--- config.mk ---
export PLATFORM = sky130hd
export DESIGN_NAME = seg_pipe_adder_flat
export DESIGN_NICKNAME = d
export VERILOG_FILES = /design/src/rtl/fp_fma_pkg.sv /design/src/rtl/seg_pipe_adder_if.sv /design/src/rtl/seg_add.sv /design/src/rtl/seg_pipe_adder.sv /design/src/flat_wrapper.sv
export SDC_FILE = /design/constraint.sdc
export NUM_CORES = 1
export LEC_CHECK = 0
export BUFFER_PORTS_ARGS = -buffer_cell sky130_fd_sc_hd__clkbuf_2
export CAP_MARGIN = 40
export CORE_ASPECT_RATIO = 0.5
export CORE_MARGIN = 5
export CORE_UTILIZATION = 45
export DETAILED_ROUTE_END_ITERATION = 8
export PLACE_DENSITY_LB_ADDON = 0.12
export SLEW_MARGIN = 20
export SYNTH_ARGS = -nofsm -noshare
export SYNTH_HDL_FRONTEND = slang
export SYNTH_SLANG_ARGS = --single-unit
--- constraint.sdc ---
create_clock -name clk -period 2.25 [get_ports clk]
set_input_delay 0.45 -clock clk [delete_from_list [all_inputs] [get_ports clk]]
set_output_delay 0.45 -clock clk [all_outputs]
set_load 0.03 [all_outputs]
--- src/rtl/fp_fma_pkg.sv ---
// Shared constants and elaboration helpers for the FMA datapath adders.
// Default geometry is a 32-bit add resolved in 8-bit segments.
package fp_fma_pkg;

    localparam int DEF_WIDTH = 32;
    localparam int DEF_SEG   = 8;

    // Number of pipeline stages needed to resolve a WIDTH-bit add SEG bits at a time.
    function automatic int calc_nstage(input int width, input int seg);
        return width / seg;
    endfunction

    // The segment geometry is only legal when SEG tiles WIDTH exactly.
    function automatic bit seg_cfg_ok(input int width, input int seg);
        return (seg > 32'sd0) && (width >= seg) && ((width % seg) == 32'sd0);
    endfunction

endpackage

--- src/rtl/seg_pipe_adder_if.sv ---
// Valid/ready operand and result bundle of the segmented pipelined adder.
// The master side issues operands and accepts results; the slave side is the adder.
interface seg_pipe_adder_if
    import fp_fma_pkg::*;
#(
    parameter int WIDTH = DEF_WIDTH
);
    logic             in_valid;
    logic             in_ready;
    logic [WIDTH-1:0] a;
    logic [WIDTH-1:0] b;
    logic             c_in;
    logic             sub;
    logic             out_valid;
    logic             out_ready;
    logic [WIDTH-1:0] sum;
    logic             c_out;
    logic             ovf;

    modport master (
        output in_valid, a, b, c_in, sub, out_ready,
        input  in_ready, out_valid, sum, c_out, ovf
    );

    modport slave (
        input  in_valid, a, b, c_in, sub, out_ready,
        output in_ready, out_valid, sum, c_out, ovf
    );
endinterface

--- src/rtl/seg_add.sv ---
// Purely combinational SEG-bit adder cell used once per pipeline stage.
// c_msb is the carry into the top bit, needed for two's-complement overflow.
module seg_add
    import fp_fma_pkg::*;
#(
    parameter int SEG = DEF_SEG
) (
    input  logic [SEG-1:0] a,
    input  logic [SEG-1:0] b,
    input  logic           c_in,
    output logic [SEG-1:0] s,
    output logic           c_out,
    output logic           c_msb
);
    logic [SEG:0] full_s;

    assign full_s = {1'b0, a} + {1'b0, b} + {{SEG{1'b0}}, c_in};
    assign s      = full_s[SEG-1:0];
    assign c_out  = full_s[SEG];
    // Top bit of the sum is a^b^carry_in, so the carry into it falls out by XOR.
    assign c_msb  = a[SEG-1] ^ b[SEG-1] ^ full_s[SEG-1];

endmodule

--- src/rtl/seg_pipe_adder.sv ---
// Pipelined adder/subtractor resolving one SEG-bit segment per stage with the carry
// handed stage to stage; unprocessed operand segments skew forward, finished sum segments deskew.
module seg_pipe_adder
    import fp_fma_pkg::*;
#(
    parameter int WIDTH = DEF_WIDTH,
    parameter int SEG   = DEF_SEG
) (
    input  logic            clk,
    input  logic            rst_n,
    seg_pipe_adder_if.slave bus
);
    localparam int NSTAGE = calc_nstage(WIDTH, SEG);

    if (!seg_cfg_ok(WIDTH, SEG)) begin : g_cfg_err
        $error("seg_pipe_adder: WIDTH must be a positive multiple of SEG");
    end

    logic              adv_s;
    logic [NSTAGE-1:0] valid_r;
    logic [WIDTH-1:0]  opa_r   [NSTAGE];
    logic [WIDTH-1:0]  opb_r   [NSTAGE];
    logic [WIDTH-1:0]  sum_r   [NSTAGE];
    logic              carry_r [NSTAGE];
    logic              ovf_r;

    logic [NSTAGE-1:0] st_v_s;
    logic [WIDTH-1:0]  st_a_s    [NSTAGE];
    logic [WIDTH-1:0]  st_b_s    [NSTAGE];
    logic [WIDTH-1:0]  st_sum_s  [NSTAGE];
    logic              st_c_s    [NSTAGE];
    logic [SEG-1:0]    seg_s     [NSTAGE];
    logic              seg_co_s  [NSTAGE];
    logic              seg_msb_s [NSTAGE];
    logic [WIDTH-1:0]  nxt_sum_s [NSTAGE];

    // A frozen output register freezes the entire pipe, so one enable serves every stage.
    assign adv_s         = bus.out_ready | ~valid_r[NSTAGE-1];
    assign bus.in_ready  = adv_s;
    assign bus.out_valid = valid_r[NSTAGE-1];
    assign bus.sum       = sum_r[NSTAGE-1];
    assign bus.c_out     = carry_r[NSTAGE-1];
    assign bus.ovf       = ovf_r;

    // Stage operand select: stage 0 takes the conditioned inputs, later stages the prior stage register.
    always_comb begin
        st_v_s[0]   = bus.in_valid;
        st_a_s[0]   = bus.a;
        st_b_s[0]   = bus.b ^ {WIDTH{bus.sub}};
        st_c_s[0]   = bus.sub ? 1'b1 : bus.c_in;
        st_sum_s[0] = {WIDTH{1'b0}};
        for (int k = 1; k < NSTAGE; k++) begin
            st_v_s[k]   = valid_r[k-1];
            st_a_s[k]   = opa_r[k-1];
            st_b_s[k]   = opb_r[k-1];
            st_c_s[k]   = carry_r[k-1];
            st_sum_s[k] = sum_r[k-1];
        end
    end

    for (genvar k = 0; k < NSTAGE; k++) begin : g_stage
        localparam logic [WIDTH-1:0] SEG_MASK = WIDTH'({SEG{1'b1}}) << (k * SEG);

        seg_add #(.SEG(SEG)) u_seg_add (
            .a     (st_a_s[k][k*SEG +: SEG]),
            .b     (st_b_s[k][k*SEG +: SEG]),
            .c_in  (st_c_s[k]),
            .s     (seg_s[k]),
            .c_out (seg_co_s[k]),
            .c_msb (seg_msb_s[k])
        );

        // Drop this stage's freshly resolved segment into the travelling partial sum.
        assign nxt_sum_s[k] = (st_sum_s[k] & ~SEG_MASK) | (WIDTH'(seg_s[k]) << (k * SEG));
    end

    // Stage registers; the last stage's result fields only change on a valid load.
    always_ff @(posedge clk or negedge rst_n) begin
        if (!rst_n) begin
            valid_r <= {NSTAGE{1'b0}};
            ovf_r   <= 1'b0;
            for (int k = 0; k < NSTAGE; k++) begin
                opa_r[k]   <= {WIDTH{1'b0}};
                opb_r[k]   <= {WIDTH{1'b0}};
                sum_r[k]   <= {WIDTH{1'b0}};
                carry_r[k] <= 1'b0;
            end
        end else if (adv_s) begin
            valid_r <= st_v_s;
            for (int k = 0; k < NSTAGE; k++) begin
                opa_r[k] <= st_a_s[k];
                opb_r[k] <= st_b_s[k];
            end
            for (int k = 0; k < NSTAGE - 1; k++) begin
                sum_r[k]   <= nxt_sum_s[k];
                carry_r[k] <= seg_co_s[k];
            end
            if (st_v_s[NSTAGE-1]) begin
                sum_r[NSTAGE-1]   <= nxt_sum_s[NSTAGE-1];
                carry_r[NSTAGE-1] <= seg_co_s[NSTAGE-1];
                ovf_r             <= seg_msb_s[NSTAGE-1] ^ seg_co_s[NSTAGE-1];
            end
        end
    end

endmodule

--- src/flat_wrapper.sv ---
// flat-port wrapper written by rule: the top's interface ports become plain ports
module seg_pipe_adder_flat import fp_fma_pkg::*;
#(
    parameter int WIDTH = DEF_WIDTH,
    parameter int SEG   = DEF_SEG
)
  (clk, rst_n, bus_in_valid, bus_a, bus_b, bus_c_in, bus_sub, bus_out_ready, bus_in_ready, bus_out_valid, bus_sum, bus_c_out, bus_ovf);
  seg_pipe_adder_if #(.WIDTH(WIDTH)) bus_i ();
  input  logic clk;
  input  logic rst_n;
  input wire logic [$bits(bus_i.in_valid)-1:0] bus_in_valid;
  input wire logic [$bits(bus_i.a)-1:0] bus_a;
  input wire logic [$bits(bus_i.b)-1:0] bus_b;
  input wire logic [$bits(bus_i.c_in)-1:0] bus_c_in;
  input wire logic [$bits(bus_i.sub)-1:0] bus_sub;
  input wire logic [$bits(bus_i.out_ready)-1:0] bus_out_ready;
  output wire logic [$bits(bus_i.in_ready)-1:0] bus_in_ready;
  output wire logic [$bits(bus_i.out_valid)-1:0] bus_out_valid;
  output wire logic [$bits(bus_i.sum)-1:0] bus_sum;
  output wire logic [$bits(bus_i.c_out)-1:0] bus_c_out;
  output wire logic [$bits(bus_i.ovf)-1:0] bus_ovf;
  assign bus_i.in_valid = bus_in_valid;
  assign bus_i.a = bus_a;
  assign bus_i.b = bus_b;
  assign bus_i.c_in = bus_c_in;
  assign bus_i.sub = bus_sub;
  assign bus_i.out_ready = bus_out_ready;
  assign bus_in_ready = bus_i.in_ready;
  assign bus_out_valid = bus_i.out_valid;
  assign bus_sum = bus_i.sum;
  assign bus_c_out = bus_i.c_out;
  assign bus_ovf = bus_i.ovf;
  seg_pipe_adder #(.WIDTH(WIDTH), .SEG(SEG)) u_core (.clk(clk), .rst_n(rst_n), .bus(bus_i));
endmodule
# Word level (Yosys, flattened, before mapping)
# Index checks and enable logic that the tools add are counted.
classes:
  n_reduce_logical: 1
  mux: 1
  n_addsub: 8
  n_bitwise: 9
op_table:
  columns: ["cell", "n"]
  rows:
  - ["$add A8 B8 Y9", 4]
  - ["$add A9 B1 Y9", 4]
  - ["$or A24 B32 Y32", 1]
  - ["$xor A32 B32 Y32", 1]
  - ["$or A16 B24 Y24", 1]
  - ["$or A8 B16 Y16", 1]
  - ["$xor A1 B1 Y1", 3]
  - ["$reduce_and A2 Y1", 1]
  - ["$mux W1", 1]
  - ["$not A1 Y1", 1]
  - ["$or A1 B1 Y1", 1]
totals:
  input_bits: 70
  register_bits: 281
  elab_cells: 35

# Depth between registers and ports, before layout
# Gate-level depths: netlist of run 1.
depth:
  depth_word: 4
  depth_mapped: 11
  ltp_nobuf: 9

# Modules after synthesis
# Synthesis of run 1 repeated with hierarchy kept, for this count alone.
unflattened:
  cells_unflattened: 629
  hier_area_um2: 8926.1
modules_own_cells:
  columns: ["mod", "n_inst", "cells_each", "area_per_inst_um2"]
  rows:
  - ["seg_pipe_adder", 1, 457, 7507.2]
  - ["seg_add at u_core.g_stage[2].u_seg_add ...", 2, 43, 364.1]
  - ["seg_add at u_core.g_stage[0].u_seg_add ...", 2, 43, 345.3]

# Worst setup path before layout of run 1
# Ideal clock, no wire load.
synth_timing:
  kind: "input port to flip-flop"
  from: "input bus_sub"
  to: "register u_core.sum_r, in the netlist u_core.st_sum_s[70]"
  arrival_time_ps: 2468
  setup_ps: 69
  slack_ps: -287
  path_buffers: 2
  stages: 11
  path_cell_list: "buf_2 > buf_2 > or2_2 > fa_1 > inv_1 > fa_1 > nor2b_1 > o21ai_1 > a21boi_1 > or3_1 > nand3_1"
synth_via:
  elab_chain_cells: 3
synth_lines:
  columns: ["item", "line_no", "text"]
  rows:
  - ["from (decl)", "flat_wrapper.sv:15", "input wire logic [$bits(bus_i.sub)-1:0] bus_sub;"]
  - ["$xor A32 B32 Y32", "seg_pipe_adder.sv:49", "st_b_s[0] = bus.b ^ {WIDTH{bus.sub}};"]
  - ["$add A8 B8 Y9", "seg_add.sv:17", "assign full_s = {1'b0, a} + {1'b0, b} + {{SEG{1'b0}}, c_in};"]
  - ["$add A9 B1 Y9 (*)", "seg_add.sv:17", null]
  - ["to (signal, indexed assignment)", "seg_pipe_adder.sv:85", "sum_r[k] <= {WIDTH{1'b0}};"]
  - ["to (signal, indexed assignment)", "seg_pipe_adder.sv:95", "sum_r[k] <= nxt_sum_s[k];"]
  - ["to (signal, indexed assignment)", "seg_pipe_adder.sv:99", "sum_r[NSTAGE-1] <= nxt_sum_s[NSTAGE-1];"]
  - ["to (decl)", "seg_pipe_adder.sv:23", "logic [WIDTH-1:0] sum_r [NSTAGE];"]
# Every way passes the cells marked *; elsewhere a longest branch is shown, timed or not.
# A chain may end at the register's enable or synchronous reset.

# Worst setup path in the final report of run 1
layout_timing:
  from: "register u_core.opa_r[56] in the netlist's numbering"
  to: "register u_core.ovf_r (netlist: u_core.bus.ovf)"
layout_via:
  elab_chain_cells: 4
layout_lines:
  columns: ["item", "line_no", "text"]
  rows:
  - ["from (decl)", "seg_pipe_adder.sv:21", "logic [WIDTH-1:0] opa_r [NSTAGE];"]
  - ["from (signal, indexed assignment)", "seg_pipe_adder.sv:83", "opa_r[k] <= {WIDTH{1'b0}};"]
  - ["from (signal, indexed assignment)", "seg_pipe_adder.sv:91", "opa_r[k] <= st_a_s[k];"]
  - ["$add A8 B8 Y9 (*)", "seg_add.sv:17", null]
  - ["$add A9 B1 Y9 (*)", "seg_add.sv:17", null]
  - ["$xor A1 B1 Y1", "seg_add.sv:21", "assign c_msb = a[SEG-1] ^ b[SEG-1] ^ full_s[SEG-1];"]
  - ["$xor A1 B1 Y1 (*)", "seg_pipe_adder.sv:101", "ovf_r <= seg_msb_s[NSTAGE-1] ^ seg_co_s[NSTAGE-1];"]
  - ["to (signal assigned)", "seg_pipe_adder.sv:101", null]
  - ["to (decl)", "seg_pipe_adder.sv:25", "logic ovf_r;"]
# Marked as above.

==> results.sh, run 1 <==
export IMPL_outcome="completed"
export IMPL_max_clock_freq_mhz=462.1
export IMPL_drtPass1Iterations=4
export IMPL_cp_data_required_time_ns=2.55
export IMPL_powerDensity_nw_per_um2=1458
export IMPL_r2r_cells=7
export IMPL_critPathMaxFanout=2
export IMPL_initial_core_util=0.4568
export IMPL_rows=35
export IMPL_dp_cells=1199
export IMPL_cts_root_buf="clkbuf_16"
export IMPL_fin_area_um2=9943
export IMPL_die_area_um2=21620
export IMPL_drive_above_1_share=0.2056
export IMPL_grt_pass1_wl_um=29080
export IMPL_yosysSeqAreaShare=0.5523
export IMPL_fin_ws_ns=0.08604
export IMPL_r2r_setup_slack_ns=0.09
export IMPL_min_period_ns=2.164
export IMPL_synth_ff_type="dfrtp_1"
export IMPL_totalPowerFinal_uw=14500
export IMPL_final_cell_mix="361 x nand2_1, 185 x dfrtp_1, 104 x clkbuf_2, 50 x o21ai_0"
export IMPL_track_usage=0.1641
export IMPL_start_kind="register"
export IMPL_ys_seq_elements=185
export IMPL_overflow=0
export IMPL_setup_viol=0
export IMPL_final_common_cell="nand2_1"
export IMPL_routedWlPerCell_um=13.54
export IMPL_n_antenna_cell=0
export IMPL_cp_startpoint="u_core.opa_r[56]"
export IMPL_stdcell_count=1232
export IMPL_htreeDepth=4
export IMPL_r2r_end="u_core.bus.ovf"
export IMPL_drtIter0Drc=334
export IMPL_synth_cell_type_count=38
export IMPL_dp_final_hpwl_um=11770
export IMPL_critPathArrivalTime_ns=2.47
export IMPL_end_kind="register"
export IMPL_portBuffers=105
export IMPL_gp_congestion=0.7854
export IMPL_syn_inst=872
export IMPL_rsz0062_at_grt="true"
export IMPL_finalCritPeriodShare=0.9618
export IMPL_ant_nets=0
export IMPL_cts_buffers=17
export IMPL_post_route_util=0.5419
export IMPL_clk_pin_slew_ns=0.07
export IMPL_drt_total_wl_um=16690
export IMPL_num_vias=5968
export IMPL_pre_cts_ws_ns=-0.1406
export IMPL_syn_to_final_growth_pct=18.63
export IMPL_grt_max_degree=96
export IMPL_drv_slew=0
export IMPL_maxSlewHeadroom=0.6884
export IMPL_cts_sinks=185
export IMPL_core_area_um2=18350
export IMPL_r2r_start="u_core.opa_r[56]"
export IMPL_chipHeight_um=106.5
export IMPL_maxCapViolCount=0
export IMPL_fin_worst_skew_ns=0.008340
export IMPL_synth_edf_count=0
export IMPL_fin_nets=1085
export IMPL_post_synth_cell_area_avg_um2=9.612
export IMPL_remaining_drc_errors=0
export IMPL_worst_pin_slew_ns=0.4674
export IMPL_hold_viol_final=0
export IMPL_cts_buffer_depth=2
export IMPL_avgViaCountPerCell=4.844
export IMPL_die_x_um=203.0
export IMPL_critical_path_class="reg -> reg"
export IMPL_crit_end="u_core.bus.ovf"
export IMPL_leakagePower_uw=0.005023
export IMPL_hp_class="in -> reg"
export IMPL_antenna_found_initial=0
export IMPL_grt_pass1_vias=5963
export IMPL_synthArstFlopShare=1.000
export IMPL_synthesis_area_um2=8382
export IMPL_max_vdd_ir_drop_mv=0.7112
export IMPL_placed_area_um2=9284
export IMPL_syn_num_nets=978
export IMPL_cts_tree="built"
export IMPL_ios=106
export IMPL_yosys_warnings=0
export IMPL_post_cts_buffers=0
export IMPL_clkLatencyLatePin_ns=0.42
-- flip-flops by register name, summed over array words and instances, names as in the netlist --
signal,count
u_core.st_sum_s,48
u_core.carry_r,3
u_core.bus.ovf,1
u_core.bus.c_out,1
u_core.opa_r,48
u_core.opb_r,48
u_core.bus.sum,32
u_core.valid_r,4
-- metal layers --
| metal | global-route usage | vias to the layer above | share of wire | routed length, µm |
|---|---|---|---|---|
| li1 | - | 3047 | - | - |
| met1 | 0.2330 | 2824 | 0.49 | 8194 |
| met2 | 0.2516 | 83 | 0.45 | 7484 |
| met3 | 0.03749 | 14 | 0.047 | 783 |
| met4 | 0.05291 | 0 | 0.013 | 225 |
| met5 | 0 | - | 0 | 0 |
-- stage by stage --
| step | hold slack [ns] | setup TNS (ns) |
|---|---|---|
| 6_report | 0.2164 | 0 |
| 5_1_grt | 0.1943 | -0.02125 |
| 3_3_place_gp | 0.4064 | -0.1767 |
| 4_1_cts | 0.1948 | 0 |
| 2_1_floorplan | 0.1544 | -0.09208 |
| 3_5_place_dp | 0.4046 | -0.4173 |
-- final cells by class --
type | count | area, µm²
timing repair buffer | 130 | 784.5
inverter | 12 | 47.55
clock buffer | 18 | 439.2
clock inverter | 14 | 185.2
tap | 240 | 300.3
sequential | 185 | 4629
multi-input combinational | 633 | 3557
fill | 1680 | 8406
-- critical path, cell delays in order (launching register included) --
cell and delay (ns):
dfrtp_1 0.41, fa_2 0.44, fa_2 0.39, a211oi_4 0.28, nor4b_2 0.09, a211oi_2 0.22, xnor2_1 0.16, o21ai_1 0.07
-- how the worst min path moves through the flow --
stage / startpoint / endpoint / slack, ns / cells past startpoint
after floorplan: rst_n / u_core.bus.c_out / 0.15 / 0
after global placement: rst_n / u_core.opb_r[106] / 0.41 / 1
after detailed placement: rst_n / u_core.opb_r[107] / 0.40 / 1
after CTS: bus_a[12] / u_core.opa_r[108] / 0.19 / 3
after global routing: bus_a[22] / u_core.opa_r[118] / 0.19 / 3
final: bus_a[14] / u_core.opa_r[110] / 0.22 / 3
-- synth_stat cells (2+ instances only) --
| cell | count | area (µm²) |
|---|---|---|
| o211ai_1 | 3 | 22.52 |
| o21ai_0 | 50 | 250.2 |
| clkbuf_1 | 13 | 48.80 |
| mux2_2 | 26 | 292.8 |
| o2111ai_1 | 2 | 17.52 |
| nand3_1 | 6 | 30.03 |
| a21oi_1 | 23 | 115.1 |
| nand2b_1 | 3 | 18.77 |
| buf_2 | 29 | 145.1 |
| nand2_1 | 362 | 1359 |
| nor2b_1 | 2 | 12.51 |
| or3_1 | 4 | 25.02 |
| xnor2_1 | 28 | 245.2 |
| xor2_1 | 21 | 183.9 |
| dfrtp_1 | 185 | 4629 |
| nor3_1 | 3 | 15.01 |
| a211oi_2 | 2 | 25.02 |
| inv_2 | 3 | 11.26 |
| inv_1 | 9 | 33.78 |
| o21bai_1 | 4 | 30.03 |
| nor3b_1 | 3 | 22.52 |
| o31ai_1 | 2 | 15.01 |
| a21o_1 | 8 | 60.06 |
| and3_1 | 5 | 31.28 |
| fa_1 | 8 | 160.2 |
| a21boi_1 | 2 | 15.01 |
| ha_1 | 28 | 350.3 |
| nor2_1 | 15 | 56.30 |
| a211oi_1 | 8 | 60.06 |
| o21ai_1 | 7 | 35.03 |
-- report_power, final --
part	switching, µW	internal (µW)
Combinational	3390	2320
Sequential	829	4810
Clock	1340	1810
Total	5560	8940
-- cells by family after synthesis --
logic type,Yosys count,share of synthesized area
AO/OA/AOI/OAI,113,0.07882
XOR/XNOR,49,0.05120
adder cells (fa/ha/maj),36,0.06090
buffers and inverters,54,0.02851
flip-flops,185,0.5523
multiplexers,27,0.03612
AND/OR/NAND/NOR,408,0.1921
-- what timing repair did --
action / CTS / global route
hold buffers: 1 / 0
setup endpoints to repair: 1 / 3
pin swaps: 0 / 2
gates resized for setup: 1 / 5
endpoints found under the hold margin: 37 / 0
(Power assumes the default switching activity.)
==> run 2: changes to the inputs <==
- REMOVE_ABC_BUFFERS: not set -> 1
==> results.sh, run 2 (synthesis results as in run 1) <==
export IMPL_hold_viol_final=0
export IMPL_switchingPower_uw=5507
export IMPL_core_area_um2=18350
export IMPL_fin_ws_ns=0.09535
export IMPL_clkPwrFrac=0.201
export IMPL_antenna_found_initial=0
export IMPL_portBuffers=105
export IMPL_n_antenna_cell=0
export IMPL_cts_tree="built"
export IMPL_drtPass1Iterations=4
export IMPL_end_kind="primary output"
export IMPL_die_area_um2=21620
export IMPL_htreeDepth=4
export IMPL_grt_max_degree=98
export IMPL_dp_cells=1202
export IMPL_maxSlewHeadroom=0.7090
export IMPL_fin_worst_skew_ns=0.009371
export IMPL_cts_sinks=185
export IMPL_pre_cts_ws_ns=-0.2220
export IMPL_critPathArrivalTime_ns=1.70
export IMPL_setup_viol=0
export IMPL_fin_nets=1088
export IMPL_worst_pin_slew_ns=0.4365
export IMPL_outcome="completed"
export IMPL_hp_class="in -> reg"
export IMPL_die_x_um=203.0
export IMPL_leakagePower_uw=0.005006
export IMPL_cts_root_buf="clkbuf_16"
export IMPL_p_comb_frac=0.400
export IMPL_num_vias=5950
export IMPL_routedWlPerCell_um=13.51
export IMPL_stdcell_count=1235
export IMPL_clk_pin_slew_ns=0.07
export IMPL_drtIter0Drc=304
export IMPL_ant_nets=0
export IMPL_max_clock_freq_mhz=464.1
export IMPL_remaining_drc_errors=0
export IMPL_track_usage=0.1647
export IMPL_drt_total_wl_um=16690
export IMPL_gp_congestion=0.7752
export IMPL_grt_pass1_wl_um=29330
export IMPL_final_common_cell="nand2_1"
export IMPL_min_period_ns=2.155
export IMPL_initial_core_util=0.4568
export IMPL_cp_data_required_time_ns=1.80
export IMPL_maxCapViolCount=0
export IMPL_chipHeight_um=106.5
export IMPL_cts_buffer_depth=2
export IMPL_finalCritPeriodShare=0.9576
export IMPL_internal_power_uw=8587
export IMPL_max_vdd_ir_drop_mv=0.5684
export IMPL_rows=35
export IMPL_clkLatencyLatePin_ns=0.43
export IMPL_start_kind="register"
export IMPL_post_route_util=0.5378
export IMPL_critical_path_class="reg -> out"
export IMPL_grt_pass1_vias=6128
export IMPL_final_cell_mix="361 x nand2_1, 185 x dfrtp_1, 104 x clkbuf_2, 50 x o21ai_0"
export IMPL_avgViaCountPerCell=4.818
export IMPL_critPathMaxFanout=96
export IMPL_cts_buffers=17
export IMPL_ios=106
export IMPL_power_frac_seq=0.399
export IMPL_drive_above_1_share=0.2010
export IMPL_syn_to_final_growth_pct=17.73
export IMPL_swShare=0.3907
export IMPL_post_cts_buffers=0
export IMPL_overflow=0
export IMPL_drv_slew=0
export IMPL_powerDensity_nw_per_um2=1428
export IMPL_dp_final_hpwl_um=11490
export IMPL_holdWs_ns=0.2147
[run 2: cell types whose count changed in the layout (fill, tap and decap cells not counted), moves of 3 or more]
cell       before  now
buf_4          19   22
fa_1            3    6
bufinv_16       3    0
fa_2            5    2
[run 2: timing repair]
action,4_1_cts,5_1_grt
endpoints found under the setup margin,1,5
gates resized for setup,1,2
pin swaps,1,2
hold buffers,1,0
hold endpoints to repair,31,0
[run 2: worst max-delay path, stage by stage (launching register included)]
cell	delay [ns]
dfrtp_1	0.37
nor2b_4	0.14
inv_4	0.07
buf_12	0.32
clkbuf_2	0.29
[run 2: power by group through the flow]
stage / Sequential, µW / Clock, µW / Combinational (µW)
2_1_floorplan: 6090 / 0 / 3650
3_3_place_gp: 5650 / 0 / 5570
3_5_place_dp: 5690 / 0 / 5710
4_1_cts: 5640 / 2930 / 5740
5_1_grt: 5820 / 3060 / 6460
6_report: 5620 / 2840 / 5640
[run 2: worst paths after layout]
path | startpoint | to | slack, ns | cells after the start
setup reg to reg | u_core.opa_r[56] | u_core.bus.ovf | 0.14 | 7
setup / recovery | u_core.valid_r[3] | bus_in_ready | 0.1 | 4
min in group asynchronous | rst_n | u_core.bus.sum[10] | 0.48 | 2
hold / removal | bus_a[31] | u_core.opa_r[127] | 0.21 | 3
hold reg to reg | u_core.st_sum_s[35] | u_core.st_sum_s[35] | 0.47 | 2
max in group asynchronous | rst_n | u_core.opb_r[82] | 1.14 | 3
[run 2: per-layer routing]
layer	vias up	GRT usage	wire [µm]
li1	3038	-	-
met1	2834	0.2314	8337
met2	71	0.2626	7664
met3	7	0.03871	573
met4	0	0.03752	112
met5	-	0	0
[run 2: stage by stage]
stage / setup TNS, ns / cell area, µm² / total power, µW
after floorplan: -760.94 / 8188 / 9740
after global placement: -0.7056 / 9295 / 11220
after detailed placement: -0.8937 / 9295 / 11400
after CTS: 0 / 9862 / 14310
after global routing: -0.01728 / 9868 / 15340
final: 0 / 9868 / 14090
[run 2: area by class of cell]
class	count	area, µm²
timing repair buffer	133	807.0
sequential	185	4629
inverter	12	47.55
clock buffer	19	442.9
clock inverter	13	111.4
fill	1728	8481
multi-input combinational	633	3530
tap	240	300.3
==> run 3: changes to the inputs <==
- CTS_BUF_LIST: not set -> sky130_fd_sc_hd__clkbuf_4 sky130_fd_sc_hd__clkbuf_8
==> results.sh, run 3 (synthesis results as in run 1) <==
export IMPL_initial_core_util=0.4568
export IMPL_die_area_um2=21620
export IMPL_min_period_ns=2.125
export IMPL_max_clock_freq_mhz=470.5
export IMPL_leakagePower_uw=0.004939
export IMPL_core_area_um2=18350
export IMPL_drv_slew=0
export IMPL_num_vias=5969
export IMPL_worst_pin_slew_ns=0.3968
export IMPL_placed_area_um2=9295
export IMPL_hp_class="in -> reg"
export IMPL_hold_viol_final=0
export IMPL_drive_above_1_share=0.2028
export IMPL_setup_viol=0
export IMPL_clkLatencyLatePin_ns=0.46
export IMPL_outcome="completed"
export IMPL_start_kind="register"
export IMPL_fin_worst_skew_ns=0.01377
export IMPL_htreeDepth=4
export IMPL_fin_nets=1089
export IMPL_critPathMaxFanout=3
export IMPL_dp_final_hpwl_um=11490
export IMPL_syn_to_final_growth_pct=15.88
export IMPL_cp_startpoint="u_core.opa_r[104]"
export IMPL_holdWs_ns=0.1766
export IMPL_n_antenna_cell=0
export IMPL_maxSlewHeadroom=0.7355
export IMPL_critPathArrivalTime_ns=2.47
export IMPL_wl_met3_um=556
export IMPL_finalCritPeriodShare=0.9447
export IMPL_cp_data_required_time_ns=2.59
export IMPL_drt_met1_wl_um=8692
export IMPL_overflow=0
export IMPL_ant_nets=0
export IMPL_final_cell_mix="361 x nand2_1, 185 x dfrtp_1, 104 x clkbuf_2, 50 x o21ai_0"
export IMPL_fin_ws_ns=0.1245
export IMPL_grt_max_degree=98
export IMPL_cts_buffers=17
export IMPL_r2r_start="u_core.opa_r[104]"
export IMPL_rows=35
export IMPL_drtPass1Iterations=4
export IMPL_holdPathStages=3
export IMPL_grt_pass1_wl_um=29290
export IMPL_clk_pin_slew_ns=0.11
export IMPL_fillers=1759
export IMPL_avgViaCountPerCell=4.829
export IMPL_drtIter0Drc=264
export IMPL_track_usage=0.1646
export IMPL_drt_total_wl_um=17080
export IMPL_gp_congestion=0.7752
export IMPL_chipHeight_um=106.5
export IMPL_cts_root_buf="clkbuf_8"
export IMPL_cts_buffer_depth=2
export IMPL_maxCapViolCount=0
export IMPL_route_met2_wl_um=7721
export IMPL_fin_area_um2=9713
export IMPL_dp_cells=1202
export IMPL_die_x_um=203.0
export IMPL_r2r_cells=7
export IMPL_remaining_drc_errors=0
export IMPL_end_kind="register"
export IMPL_stdcell_count=1236
export IMPL_post_route_util=0.5294
export IMPL_routedWlPerCell_um=13.82
export IMPL_portBuffers=105
export IMPL_grt_pass1_vias=6148
export IMPL_powerDensity_nw_per_um2=1382
export IMPL_worst_hold_startpoint="bus_a[31]"
export IMPL_ios=106
export IMPL_max_vdd_ir_drop_mv=0.5475
export IMPL_antenna_found_initial=0
export IMPL_cts_sinks=185
export IMPL_pre_cts_ws_ns=-0.2220
export IMPL_critical_path_class="reg -> reg"
export IMPL_post_cts_buffers=0
export IMPL_top_layer_used="met4"
export IMPL_final_common_cell="nand2_1"
export IMPL_cts_tree="built"
run 3: cell types whose count changed in the layout (fill, tap and decap cells not counted), sizes merged:
cell | previous run | this run
clkbuf | 123 | 124
run 3: final cells by class:
class	instances	area [µm²]	area share
well taps	240	300.3	0.03092
repair buffers	134	839.6	0.08644
multi-input cells	633	3530	0.3634
clock buffers	19	255.2	0.02628
clock inverters	13	111.4	0.01146
inverters	12	47.55	0.004895
flip-flops and latches	185	4629	0.4766
run 3: where the power goes:
group | internal [µW] | switching (µW) | leakage [µW]
clock | 838 | 1270 | 0.000181
combinational | 2330 | 3370 | 0.00253
sequential | 4800 | 809 | 0.00223
run 3: path summary, 6_finish.rpt:
path | endpoint | slack (ns)
max in group asynchronous | u_core.st_sum_s[66] | 1.18
hold reg to reg | u_core.st_sum_s[3] | 0.47
setup reg to reg | u_core.carry_r[2] | 0.12
min in group asynchronous | u_core.bus.sum[10] | 0.44
setup / recovery | u_core.carry_r[2] | 0.12
hold / removal | u_core.opa_r[127] | 0.18
run 3: timing repair:
action / CTS / global route
hold buffers: 1 / 0
hold endpoints to repair: 31 / 0
gates cloned: 0 / 1
setup endpoints to repair: 2 / 5
pin swaps: 1 / 3
gates resized for setup: 2 / 2
run 3: layer usage:
metal  vias up  GRT usage
li1       3043          -
met1      2849     0.2314
met2        70     0.2621
met3         7    0.03779
met4         0    0.03896
met5         -          0
run 3: metrics by stage:
step | setup TNS, ns | total power [µW]
5_1_grt | -0.006116 | 14650
6_report | 0 | 13420
4_1_cts | 0 | 13570
3_3_place_gp | -0.7056 | 11220
3_5_place_dp | -0.8937 | 11400
2_1_floorplan | -760.94 | 9740
run 3: worst max-delay path, stage by stage, from the launching register on:
cell and delay (ns):
dfrtp_1 0.41, fa_2 0.42, fa_1 0.42, a21o_1 0.20, a21oi_2 0.18, o21bai_1 0.12, a31oi_1 0.20, nor3_1 0.07
